$ cat config.mk
export PLATFORM = sky130hd
export DESIGN_NAME = ppc_mdu
export DESIGN_NICKNAME = d
export VERILOG_FILES = /design/src/rtl/ppc_mdu_pkg.sv /design/src/rtl/ppc_mdu.sv
export SDC_FILE = /design/constraint.sdc
export NUM_CORES = 1
export LEC_CHECK = 0
export BUFFER_PORTS_ARGS = -buffer_cell sky130_fd_sc_hd__buf_4
export CAP_MARGIN = 20
export CELL_PAD_IN_SITES_DETAIL_PLACEMENT = 1
export CELL_PAD_IN_SITES_GLOBAL_PLACEMENT = 1
export CORE_AREA = 2 2 179 181
export CTS_BUF_LIST = sky130_fd_sc_hd__clkbuf_16
export DETAILED_ROUTE_END_ITERATION = 16
export DIE_AREA = 0 0 181 183
export GPL_ROUTABILITY_DRIVEN = 1
export PLACE_DENSITY = 0.84
export SLEW_MARGIN = 20
export SYNTH_ARGS = -nofsm -noshare
export SYNTH_HDL_FRONTEND = slang
export SYNTH_SLANG_ARGS = --single-unit
export TNS_END_PERCENT = 20
$ cat constraint.sdc
create_clock -name clk -period 11.9 [get_ports clk]
set_input_delay 1.19 -clock clk [delete_from_list [all_inputs] [get_ports clk]]
set_output_delay 1.19 -clock clk [all_outputs]
set_load 0.02 [all_outputs]
$ cat src/rtl/ppc_mdu_pkg.sv
// rtl/ppc_mdu_pkg.sv - op encodings, state enum and iteration count for the iterative MDU
package ppc_mdu_pkg;

   localparam logic [2:0] MDU_MULLW  = 3'd0;
   localparam logic [2:0] MDU_MULHW  = 3'd1;
   localparam logic [2:0] MDU_MULHWU = 3'd2;
   localparam logic [2:0] MDU_DIVW   = 3'd3;
   localparam logic [2:0] MDU_DIVWU  = 3'd4;

   localparam int MDU_ITER = 32;

   typedef enum logic [1:0] {
      MDU_IDLE = 2'd0,
      MDU_CALC = 2'd1,
      MDU_FIX  = 2'd2
   } mdu_state_t;

endpackage

$ cat src/rtl/ppc_mdu.sv
// rtl/ppc_mdu.sv - iterative 32-bit multiply/divide unit with shared shift/add datapath
module ppc_mdu
   import ppc_mdu_pkg::*;
#(
   parameter int WIDTH = 32
) (
   input  logic             clk,
   input  logic             rst_n,
   input  logic             start,
   input  logic             flush,
   input  logic [2:0]       op,
   input  logic [WIDTH-1:0] a,
   input  logic [WIDTH-1:0] b,
   output logic             busy,
   output logic             done,
   output logic [WIDTH-1:0] result,
   output logic             ov
);

   localparam int W = WIDTH;

   mdu_state_t       state;
   logic [4:0]       cnt;
   logic [2:0]       op_q;
   logic             div_q;
   logic             neg_q;
   logic             spec_q;
   logic             spec_ov_q;
   logic [W-1:0]     opnd;
   logic [2*W-1:0]   acc;

   logic             signed_op;
   logic             is_div;
   logic             illegal;
   logic             div_zero;
   logic             div_ovf;
   logic [W-1:0]     a_mag;
   logic [W-1:0]     b_mag;

   logic [W+1:0]     add_x;
   logic [W+1:0]     add_y;
   logic [W+1:0]     add_s;
   logic [2*W-1:0]   acc_next;
   logic [2*W-1:0]   prod;
   logic [W-1:0]     quot;
   logic [W-1:0]     fix_val;

   always_comb begin
      signed_op = (op == MDU_MULLW) || (op == MDU_MULHW) || (op == MDU_DIVW);
      is_div    = (op == MDU_DIVW) || (op == MDU_DIVWU);
      illegal   = (op > MDU_DIVWU);
      div_zero  = is_div && (b == '0);
      div_ovf   = (op == MDU_DIVW) && (a == {1'b1, {(W-1){1'b0}}}) && (b == '1);
      a_mag     = (signed_op && a[W-1]) ? (~a + 1'b1) : a;
      b_mag     = (signed_op && b[W-1]) ? (~b + 1'b1) : b;
   end

   // One adder serves both ops: add-if-lsb for multiply, trial subtract for divide.
   always_comb begin
      if (div_q) begin
         add_x = {1'b0, acc[2*W-1:W-1]};
         add_y = ~{2'b00, opnd};
      end else begin
         add_x = {2'b00, acc[2*W-1:W]};
         add_y = acc[0] ? {2'b00, opnd} : '0;
      end
      add_s = add_x + add_y + {{(W+1){1'b0}}, div_q};

      if (div_q) begin
         if (!add_s[W+1])
            acc_next = {add_s[W-1:0], acc[W-2:0], 1'b1};
         else
            acc_next = {acc[2*W-2:0], 1'b0};
      end else begin
         acc_next = {add_s[W:0], acc[W-1:1]};
      end
   end

   always_comb begin
      prod = neg_q ? (~acc + 1'b1) : acc;
      quot = neg_q ? (~acc[W-1:0] + 1'b1) : acc[W-1:0];
      if (div_q)
         fix_val = quot;
      else if (op_q == MDU_MULLW)
         fix_val = prod[W-1:0];
      else
         fix_val = prod[2*W-1:W];
   end

   always_ff @(posedge clk) begin
      if (!rst_n) begin
         state     <= MDU_IDLE;
         cnt       <= '0;
         op_q      <= '0;
         div_q     <= 1'b0;
         neg_q     <= 1'b0;
         spec_q    <= 1'b0;
         spec_ov_q <= 1'b0;
         opnd      <= '0;
         acc       <= '0;
         busy      <= 1'b0;
         done      <= 1'b0;
         result    <= '0;
         ov        <= 1'b0;
      end else if (flush) begin
         state <= MDU_IDLE;
         busy  <= 1'b0;
         done  <= 1'b0;
      end else begin
         done <= 1'b0;
         case (state)
            MDU_IDLE: begin
               if (start) begin
                  op_q  <= op;
                  busy  <= 1'b1;
                  cnt   <= '0;
                  div_q <= is_div;
                  neg_q <= signed_op && (a[W-1] ^ b[W-1]);
                  opnd  <= is_div ? b_mag : a_mag;
                  acc   <= {{W{1'b0}}, (is_div ? a_mag : b_mag)};
                  if (illegal || div_zero || div_ovf) begin
                     spec_q    <= 1'b1;
                     spec_ov_q <= div_zero || div_ovf;
                     state     <= MDU_FIX;
                  end else begin
                     spec_q    <= 1'b0;
                     spec_ov_q <= 1'b0;
                     state     <= MDU_CALC;
                  end
               end
            end
            MDU_CALC: begin
               acc <= acc_next;
               cnt <= cnt + 5'd1;
               if (cnt == 5'(MDU_ITER - 1))
                  state <= MDU_FIX;
            end
            MDU_FIX: begin
               result <= spec_q ? '0 : fix_val;
               ov     <= spec_q ? spec_ov_q : 1'b0;
               done   <= 1'b1;
               busy   <= 1'b0;
               state  <= MDU_IDLE;
            end
            default: begin
               state <= MDU_IDLE;
               busy  <= 1'b0;
            end
         endcase
      end
   end

endmodule

== Word-level counts from Yosys, hierarchy flattened ==
Cells that the tools add are included.
Widths: inputs -> output; s select.
Storage, ports and cells
  bits in registers: 145
  output and inout port bits: 35
  word-level logic and storage cells: 91
Operators by class
  add/subtract/negate cells: 7
  magnitude comparators: 1
  equal/unequal tests: 10
  multiplexer cells: 28
  bitwise gates (word level): 9
  reductions and logical operators: 23
Operators with widths (count)
  $mux 32: 9
  $mux 64: 4
  $pmux 64 s2: 1
  $add 32x1->32 const B: 3
  $not 32->32: 3
  $add 64x1->64 const B: 1
  $eq 32x32->1 const B: 2
  $not 64->64: 1
  $add 34x1->34: 1
  $add 34x34->34: 1
  $mux 34: 1
  $not 32->34: 1
  $mux 33: 1
  $logic_not 32->1: 1
  $pmux 5 s2: 1
  $logic_and 1x1->1: 6
  $logic_not 3->1: 2
  $logic_or 1x1->1: 6
  $mux 2: 3
  $reduce_and 2->1: 3
  $reduce_and 3->1: 2
  $add 5x1->5 const B: 1
  $eq 5x5->1 const B: 1
  $mux 1: 5
  15 further kinds: 18

== Depth between registers and ports, before layout ==
  depth after elaboration: 8
  gate-level depth with buffers: 17
  gate-level depth less buffers: 16

== Worst setup path before layout ==
No wires, ideal clock.
  path type: register to register
  start point: reg div_q
  end point: reg acc[57]
  library setup time: 0.117 ns
  arrival: 4.468 ns
  slack: 7.315 ns
  cell stages (with the launch flop): 15
  path buffers: 5
  clock period less this slack: 4.585 ns
  cell sequence: dfxtp_1 clkbuf_1 clkbuf_1 clkbuf_1 buf_1 mux2_2 ha_1 clkbuf_1 a21oi_1 o21ai_0 a21oi_1 nor4b_1 o211ai_1 or2_2 a32o_1
Between the ends
  longest elaborated chain between the ends: 6
Ends and longest elaborated chain
  from (decl): RTL line ppc_mdu.sv:25  | logic div_q;
  from (signal assigned): RTL line ppc_mdu.sv:117  | div_q <= is_div;
  $mux 33 / $mux 34 (equally long branches): RTL line ppc_mdu.sv:60  | if (div_q) begin
  $add 34x34->34: RTL line ppc_mdu.sv:67  | add_s = add_x + add_y + {{(W+1){1'b0}}, div_q};
  $add 34x1->34: RTL line ppc_mdu.sv:67
  $mux 64: RTL line ppc_mdu.sv:70  | if (!add_s[W+1])
  $mux 64 *: RTL line ppc_mdu.sv:69  | if (div_q) begin
  $pmux 64 s2 *: RTL line ppc_mdu.sv:111  | case (state)
  to (signal assigned): RTL line ppc_mdu.sv:120  | acc <= {{W{1'b0}}, (is_div ? a_mag : b_mag)};
  to (signal assigned): RTL line ppc_mdu.sv:133  | acc <= acc_next;
  to (decl): RTL line ppc_mdu.sv:30  | logic [2*W-1:0] acc;
Every way passes the cells marked *; elsewhere a longest branch is shown, timed or not.
A chain may end at the register's enable or synchronous reset.

== Worst setup path after layout ==
  start point: reg div_q
  end point: reg acc[38]
The elaborated chain is that of the path after synthesis.

==> impl_metrics.toml <==
[global_routing]
antenna_found_initial = 1
first_global_vias = 13063
grtUsageTotal_pct = 27.6
overflow = 0
grt_max_degree = 77
grt_pass1_wl_mm = 73.1

[power_and_ir_drop]
pwr-share-seq_pct = 38.7
comb_power_share_pct = 22.5
power_density_nw_per_um2 = 102
p_switching_uw = 477
p_clk_share_pct = 38.8
p_leak_nw = 5.37
internal-power_uw = 933
swShare_pct = 33.8
ir_drop_mv = 0.0637

[sta]
hold_viol_final = 0
clock_skew_ns = 0.0187
finalCritPeriodShare_pct = 40.2
finalSetupTns_ns = 0
drv_slew = 0
layout_min_cycle_time_ns = 4.78
setup_viol = 0
max_slew.worst_pin.slew_ns = 0.958
grt_setup_unrepaired = "false"
slew_headroom_pct = 35.7
hold_slack_ns = 0.475
max_freq_mhz = 209

[yosys]
synth_area_leaders = "dfxtp_1 (24%), o21ai_0 (8.0%), nand2_1 (6.1%)"
synthArstFlopShare_pct = 0
yosys.area.top_type = "dfxtp_1"
syn-instance-count = 1675
ys_ff_latch = 145
ys.flop_type = "dfxtp_1"
yosys.cell_types.count = 75
synth-edff-count = 0
syn_nets = 1786
yosys_warnings = 0
synth_top_area_share_pct = 23.6
syn_area_um2 = 12300
synth.avg_cell_area_um2 = 7.34
yosysSeqAreaShare_pct = 23.6

[flow_run]
max-cap-violations = 0

[placed_design]
placed_cells = 2076
place.gp.congestion = 0.929
placed_area_um2 = 13300
io_buffers = 105
hpwl_mm = 35.7

[clock_network]
clockBufferDepth = 2
cts_made_buffers = 17
hold_buffers = 0
root_buffer = "clkbuf_16"
cts_tree = "yes"
postCtsSetupBuffers = 0
clkLatencyLatePin_ns = 0.44
h-tree-depth = 4
clock-sinks = 145
cts_resized = 0
clk_pin_slew_ns = 0.07

[layout]
fin_area_um2 = 13900
antennaDiodeCount = 0
final_cell_mix = "nand2_1 (201), o21ai_0 (197), dfxtp_1 (143), buf_4 (128), a21oi_1 (126)"
fin_cells = 2108
fin_util_pct = 44.5
layout.cells.most_common = "nand2_1"
fin_nets = 1804
nFillCells = 3924
drive_gt1_share_pct = 13.5
syn2layout_area_growth_pct = 12.9

[status]
violations = "design-rule violations"
outcome = "complete, but fails checks"

[critical_path]
crit_slowest_cell = "dfxtp_4"
path_class = "register to register"
critPathArrivalTime_ns = 5.14
cpMostUsedCell = "buf_4"
slowest_delay_ns = 0.75
required_ns = 12.26
crit_fanout = 57
endpoint_kind = "register"
start_kind = "register"
crit_chain = "buf_4 > mux2_2 > ha_1 > a21oi_1 > nand2_1 > a221oi_1 > a2bb2oi_1 > o21a_1 > buf_4 > o221ai_1 > o21ai_0 > and2_1"

[routing]
drc_errors = 1
drtAntennaViolNets = 0
vias = 13111
wirelength_mm = 46.2
drt_pre_antenna_iters = 11
wl_per_cell_um = 21.9
first_iter_violations = 1169
via_per_inst = 6.22

[die]
start_util_pct = 39.4
rows = 65
io_pins = 106
core_area_um2 = 31200
die-area_um2 = 33100
die_height_um = 183
die_x_um = 181

[min_path]
hp-class = "register to register"
## stage by stage
step | setup WS (ns) | total power [mW]
4_1_cts | 7.19 | 1.40
6_report | 7.12 | 1.41
5_1_grt | 6.79 | 1.46
2_1_floorplan | 7.31 | 0.746
3_5_place_dp | 7.28 | 0.865
3_3_place_gp | 7.46 | 0.855
## path summary, 6_finish.rpt
| kind | from | to | slack (ns) | cells past startpoint |
|---|---|---|---|---|
| max | div_q | acc[38] | 7.12 | 12 |
| min | result[0] | result[0] | 0.48 | 2 |
| max reg2reg | div_q | acc[38] | 7.12 | 12 |
| min reg2reg | result[0] | result[0] | 0.48 | 2 |
## power by group through the flow
stage	clock network, mW	registers (mW)	logic [mW]
6_report	0.547	0.546	0.317
2_1_floorplan	0	0.530	0.216
3_5_place_dp	0	0.554	0.310
3_3_place_gp	0	0.553	0.302
5_1_grt	0.569	0.548	0.346
4_1_cts	0.548	0.544	0.312
## synth_stat cells, types with 29 or more instances
| master | instances |
|---|---|
| dfxtp_1 | 145 |
| clkbuf_1 | 109 |
| mux2_2 | 37 |
| ha_1 | 38 |
| nor3_1 | 34 |
| nor2_1 | 119 |
| a21oi_1 | 126 |
| mux2i_1 | 29 |
| xor2_1 | 79 |
| o211ai_1 | 47 |
| o21ai_0 | 197 |
| xnor2_1 | 55 |
| nand2_1 | 201 |
## registers in the layout (all words and copies together), names as in the netlist
register and flops:
cnt 5, busy 1, spec_q 1, acc 64, neg_q 1, opnd 32, result 32, op_q 3
ov 1, done 1, spec_ov_q 1, div_q 1, state 2
## metal layers
| layer | GRT usage, % | up-vias | wire length [µm] |
|---|---|---|---|
| li1 | - | 6188 | - |
| met1 | 37.8 | 6406 | 21700 |
| met3 | 3.53 | 82 | 2430 |
| met4 | 9.01 | 2 | 1170 |
| met2 | 45.0 | 433 | 20900 |
| met5 | 0 | - | 13 |
## worst max-delay path: cells and delay by family (launching register included)
| family | cells | cell delay [ns] |
|---|---|---|
| compound gates | 6 | 1.74 |
| fa+ha+maj | 1 | 0.42 |
| flops | 1 | 0.75 |
| mux | 1 | 0.42 |
| simple gates | 2 | 0.25 |
| buf+inv | 2 | 1.04 |
## cell families (layout without fill, tap and decap cells)
kind of cell               Yosys count  in the layout  share of synthesized area (%)
adders and majority gates           40             40                           4.19
xor gates and xnor gates           134            134                           9.54
DFF                                145            145                           23.6
muxes                               66             66                           5.75
buffers and inverters              157            188                           4.94
and+or+nand+nor                    545            545                           21.4
AOI/OAI and AO/OA                  588            588                           30.6
## final cells by class
type                    count  area, µm²  area share, %
multi-input cells        1373       8820           63.6
flip-flops and latches    145       2910           20.9
repair buffers            128        961           6.92
well taps                 402        503           3.62
clock buffers              17        425           3.06
clock inverters            15        156           1.13
inverters                  28        105          0.757
Note: power is estimated with default switching activity, not from simulation.
